[config.mk]
export PLATFORM = sky130hd
export DESIGN_NAME = bla_sub_pipe
export DESIGN_NICKNAME = d
export VERILOG_FILES = /design/src/rtl/bla_pkg.sv /design/src/rtl/bla_slice4.sv /design/src/rtl/bla_sub_pipe.sv
export SDC_FILE = /design/constraint.sdc
export NUM_CORES = 1
export LEC_CHECK = 0
export CORE_ASPECT_RATIO = 1.25
export CORE_UTILIZATION = 50
export CTS_CLUSTER_SIZE = 16
export DETAILED_ROUTE_END_ITERATION = 7
export PLACE_DENSITY = 0.71
export SYNTH_ARGS = -nofsm -noshare
export SYNTH_HDL_FRONTEND = slang
export SYNTH_SLANG_ARGS = --single-unit
[constraint.sdc]
create_clock -name clk -period 3.6 [get_ports clk]
set_input_delay 0.36 -clock clk [delete_from_list [all_inputs] [get_ports clk]]
set_output_delay 0.36 -clock clk [all_outputs]
set_load 0.05 [all_outputs]
[src/rtl/bla_pkg.sv]
// Shared definitions for the borrow-lookahead subtract pipeline: slice width,
// stage count helper and the per-slice result record.
package bla_pkg;

  localparam int SLICE_W = 4;

  function automatic int stage_count(input int width);
    return width / SLICE_W;
  endfunction

  typedef struct packed {
    logic [SLICE_W-1:0] diff;
    logic               borrow;
  } slice_res_t;

endpackage

[src/rtl/bla_slice4.sv]
// Combinational 4-bit borrow-lookahead subtract slice: diff = a - b - bin,
// borrow out set when a < b + bin.
module bla_slice4
  import bla_pkg::*;
(
  input  logic [SLICE_W-1:0] a,
  input  logic [SLICE_W-1:0] b,
  input  logic               bin,
  output slice_res_t         res
);

  logic [SLICE_W-1:0] g;
  logic [SLICE_W-1:0] p;
  logic [SLICE_W:0]   c;

  // A bit generates a borrow when a=0,b=1 and passes one through when a==b.
  always_comb begin
    g    = ~a & b;
    p    = ~(a ^ b);
    c[0] = bin;
    c[1] = g[0] | (p[0] & c[0]);
    c[2] = g[1] | (p[1] & g[0]) | (p[1] & p[0] & c[0]);
    c[3] = g[2] | (p[2] & g[1]) | (p[2] & p[1] & g[0]) | (p[2] & p[1] & p[0] & c[0]);
    c[4] = g[3] | (p[3] & g[2]) | (p[3] & p[2] & g[1]) | (p[3] & p[2] & p[1] & g[0])
         | (p[3] & p[2] & p[1] & p[0] & c[0]);
    res.diff   = a ^ b ^ c[SLICE_W-1:0];
    res.borrow = c[SLICE_W];
  end

endmodule

[src/rtl/bla_sub_pipe.sv]
// Pipelined WIDTH-bit subtractor, one 4-bit borrow-lookahead slice per stage,
// valid/ready on both sides. Define BLA_SUB_OVF_EN to add the signed Ovf output.
module bla_sub_pipe
  import bla_pkg::*;
#(
  parameter int WIDTH = 16
) (
  input  logic             clk,
  input  logic             rst,
  input  logic             in_valid,
  output logic             in_ready,
  input  logic [WIDTH-1:0] A,
  input  logic [WIDTH-1:0] B,
  input  logic             Bin,
  output logic             out_valid,
  input  logic             out_ready,
  output logic [WIDTH-1:0] D,
  output logic             Bout
`ifdef BLA_SUB_OVF_EN
  ,output logic            Ovf
`endif
);

  localparam int N = stage_count(WIDTH);

  logic [WIDTH-1:0] src_a    [N];
  logic [WIDTH-1:0] src_b    [N];
  logic [WIDTH-1:0] src_diff [N];
  logic             src_borrow [N];
  slice_res_t       slice_res  [N];

  logic [WIDTH-1:0] a_d [N], a_q [N];
  logic [WIDTH-1:0] b_d [N], b_q [N];
  logic [WIDTH-1:0] diff_d [N], diff_q [N];
  logic             borrow_d [N], borrow_q [N];
  logic             valid_d [N], valid_q [N];

  logic advance;

  assign advance   = ~valid_q[N-1] | out_ready;
  assign in_ready  = advance;
  assign out_valid = valid_q[N-1];
  assign D         = diff_q[N-1];
  assign Bout      = borrow_q[N-1];

  for (genvar k = 0; k < N; k++) begin : g_slice
    bla_slice4 u_slice (
      .a   (src_a[k][SLICE_W*k +: SLICE_W]),
      .b   (src_b[k][SLICE_W*k +: SLICE_W]),
      .bin (src_borrow[k]),
      .res (slice_res[k])
    );
  end

  // Operands travel whole (skew) and finished slices accumulate in diff (deskew).
  always_comb begin
    for (int k = 0; k < N; k++) begin
      int prev;
      prev = (k == 0) ? 0 : k - 1;
      if (k == 0) begin
        src_a[k]      = A;
        src_b[k]      = B;
        src_borrow[k] = Bin;
        src_diff[k]   = '0;
        valid_d[k]    = in_valid;
      end else begin
        src_a[k]      = a_q[prev];
        src_b[k]      = b_q[prev];
        src_borrow[k] = borrow_q[prev];
        src_diff[k]   = diff_q[prev];
        valid_d[k]    = valid_q[prev];
      end
      a_d[k]      = src_a[k];
      b_d[k]      = src_b[k];
      diff_d[k]   = src_diff[k];
      diff_d[k][SLICE_W*k +: SLICE_W] = slice_res[k].diff;
      borrow_d[k] = slice_res[k].borrow;
    end
  end

  always_ff @(posedge clk or posedge rst) begin
    if (rst) begin
      for (int k = 0; k < N; k++) begin
        a_q[k]      <= '0;
        b_q[k]      <= '0;
        diff_q[k]   <= '0;
        borrow_q[k] <= 1'b0;
        valid_q[k]  <= 1'b0;
      end
    end else if (advance) begin
      for (int k = 0; k < N; k++) begin
        a_q[k]      <= a_d[k];
        b_q[k]      <= b_d[k];
        diff_q[k]   <= diff_d[k];
        borrow_q[k] <= borrow_d[k];
        valid_q[k]  <= valid_d[k];
      end
    end
  end

`ifdef BLA_SUB_OVF_EN
  logic ovf_d, ovf_q;

  // Overflow only when operand signs differ and the result sign leaves A's.
  always_comb begin
    ovf_d = (src_a[N-1][WIDTH-1] ^ src_b[N-1][WIDTH-1])
          & (diff_d[N-1][WIDTH-1] ^ src_a[N-1][WIDTH-1]);
  end

  always_ff @(posedge clk or posedge rst) begin
    if (rst) begin
      ovf_q <= 1'b0;
    end else if (advance) begin
      ovf_q <= ovf_d;
    end
  end

  assign Ovf = ovf_q;
`endif

endmodule
==> reports/summary.txt <==
run status -> finished clean
Area Growth Syn to Fin -> 19.37%
number of H-tree levels -> 3
Antenna Diode Count -> 0
worst setup path category -> in2out
final number of setup-violating endpoints -> 0
area inside the core boundary -> 8606 sq um
final cycle utilization of the critical path -> 0.5930
Post-Route Setup TNS -> 0 ns
Final Hold Violating Endpoints -> 0
startpoint of the lowest-slack register-to-register path -> out_valid
standard-cell rows -> 38
number of buffers inserted for hold repair after clock tree synthesis -> 0
power density over the cells -> 903.3 nW/um^2
sum of net half-perimeters after detailed placement -> 4.447 mm
transition time at the pin with the least slew margin -> 0.7157 ns
type of origin of the critical path -> primary input
start point of the critical path -> out_ready
worst path required time -> 3.24 ns
RD Place Congestion -> 0.7943
GR Overflow Total -> 0
Worst setup endpoint -> in_ready
Max rail drop VDD -> 0.4257 mV
number of enable-type register cells in the synthesized netlist -> 0
Antenna Nets Post-Route -> 0
highest fanout seen on the critical path -> 2
Worst Reg2Reg Path Length in Cells -> 3
Worst R2R End -> b_d[42]
average wire per cell in the routed design -> 13.43 um
routed wire length -> 6.743 mm
average footprint of a synthesized cell -> 13.68 sq um
number of buffers inserted during clock tree synthesis -> 9
Worst EP arrival -> 1.77 ns
global-route wire length before repair -> 11.96 mm
register area share after synthesis -> 0.5436
Total Die Area -> 9221 sq um
number of DRC violations after detailed routing -> 0
root cell of the clock tree -> clkbuf_8
share of synthesized flip-flops with an asynchronous set or reset -> 1.000
Critical Path End Type -> output pin
gate count of the mapped netlist -> 323
Starting Density -> 0.5135
post-CTS setup repair buffer count -> 0
fin. max-slew vios -> 0
share of Yosys cell area claimed by the top area cell type -> 0.5436
# resized after CTS -> 0
unrepaired setup endpoints after global routing -> false
total of flip-flops plus latches after synthesis -> 96
antenna violations before repair -> 0
number of cells after detailed placement -> 486
fraction of final layout cells sized beyond drive strength 1 -> 0.2173
Synth warnings -> 0
max frequency -> 468.5 MHz
netlist area before placement -> 4419 sq um
count of non-filler cells in the finished layout -> 502
Worst slew margin -> 0.5228
global router's overall resource usage -> 0.1669
Layout Skew -> 0.01017 ns
number of I/O port buffers -> 55
leading cell types by count after synthesis -> dfrtp_1, mux2_4, inv_1, a21oi_1, ha_1
Die X -> 86.09 um
most repeated cell in the gate-level netlist after synthesis -> dfrtp_1
number of unique standard cell types used by synthesis -> 20
Via Count -> 2,514
Max-cap violations -> 0
ranking of synthesized cells by area -> dfrtp_1, mux2_4, ha_1, a21oi_1, mux2_2
Pre-antenna DRT Iters -> 4
maximum number of buffers from clock root to sink -> 2
fill cell instance count of the final layout -> 697
pin count of the biggest net entering global routing -> 128
register-to-register setup slack -> 1.98 ns
clock insertion delay at the later pin of the skew report -> 0.36 ns
Most used DFF post-synth -> dfrtp_1
final net count -> 438
Yosys top cell by area -> dfrtp_1
vias per inst -> 5.008
static leakage -> 2.501 nW
clock sink count -> 96
syn nets -> 384
clock edge transition at the registers on the reported setup and hold paths -> 0.08 ns
IO Pins -> 56
DRT iter0 DRCs -> 84
TritonCTS clock tree -> built
Die Span Y -> 107.1 um
Tightest Hold Check Type -> in2async
post-layout minimum cycle time -> 2.135 ns
via count of the first global-routing pass -> 2,656
power breakdown:
group	internal (mW)	total [mW]	switching [mW]	leakage (nW)
Combinational	1.10	2.15	1.06	1.28
Clock	0.431	0.797	0.366	0.113
Sequential	1.55	1.81	0.264	1.11
registers in the layout, summed over array words and instances, names as in the netlist:
name,cells
a_d,24
D,16
valid_d,3
diff_d,24
Bout,1
out_valid,1
borrow_q,3
b_d,24
layer usage:
layer,vias to the layer above,share of wire,GRT usage
met2,40,0.49,0.2778
met5,-,0,0
met1,1263,0.46,0.2077
met4,0,0.020,0.06786
li1,1198,-,-
met3,13,0.032,0.04003
critical path: stages:
cell,delay [ns]
clkdlybuf4s50_1,0.45
nand2b_4,0.15
clkdlybuf4s50_1,0.81
through the flow:
stage	instance area [sq um]	total power, mW	hold WS [ns]	util	worst slack (ns)
floorplan	4419	3.514	0.4305	-	0.7346
global placement	5044	3.939	0.4558	0.5861	1.448
detailed placement	5044	4.008	0.4629	0.5861	1.457
CTS	5275	4.825	0.4442	0.6130	1.457
global route	5275	5.091	0.4953	0.6130	1.443
finish	5275	4.765	0.4286	0.6130	1.465
how the worst min path moves through the flow:
stage          startpoint    endpoint  slack, ns  depth (start not counted)
3_3_place_gp   valid_d[0]   out_valid       0.46                          1
6_report              rst  diff_d[16]       0.43                          2
3_5_place_dp   valid_d[0]   out_valid       0.46                          1
5_1_grt               rst        D[2]       0.50                          2
4_1_cts               rst     b_d[43]       0.44                          2
2_1_floorplan  valid_d[0]   out_valid       0.43                          1
final cells by class:
cell class	count	area, sq um	share of cell area
Clock buffer	12	155.1	0.02941
Inverter	25	96.34	0.01826
Clock inverter	4	76.32	0.01447
Sequential cell	96	2402	0.4554
Tap cell	120	150.1	0.02846
Timing Repair Buffer	57	590.6	0.1120
Multi-Input combinational cell	188	1804	0.3420
cells in the final DEF, fill, tap and decap left out:
cell and count:
a21o_1 4, mux2_2 9, dfrtp_1 96, xnor2_1 8, xor2_1 4, nand2b_1 1, a21oi_1 24, clkinvlp_4 1
clkbuf_8 11, bufinv_16 2, buf_12 2, clkdlybuf4s50_1 55, inv_1 24, nand2_1 15, a211oi_1 4, o21ai_0 19
clkbuf_1 1, mux2_4 55, ha_1 20, nand2b_4 1, nor2_1 16, clkinv_4 1, o21bai_1 4, inv_4 1
fa_1 4
logic make-up (layout without fill, tap and decap cells):
logic type      Yosys count  count (layout)  share of synthesized area
buf+inv                  39              98                    0.04813
fa+ha+maj                24              24                    0.07475
simple gates             33              33                    0.03086
mux                      64              64                     0.2098
xor+xnor                 12              12                    0.02378
compound gates           55              55                    0.06908
flops                    96              96                     0.5436
Note: power is estimated with default switching activity, not from simulation.
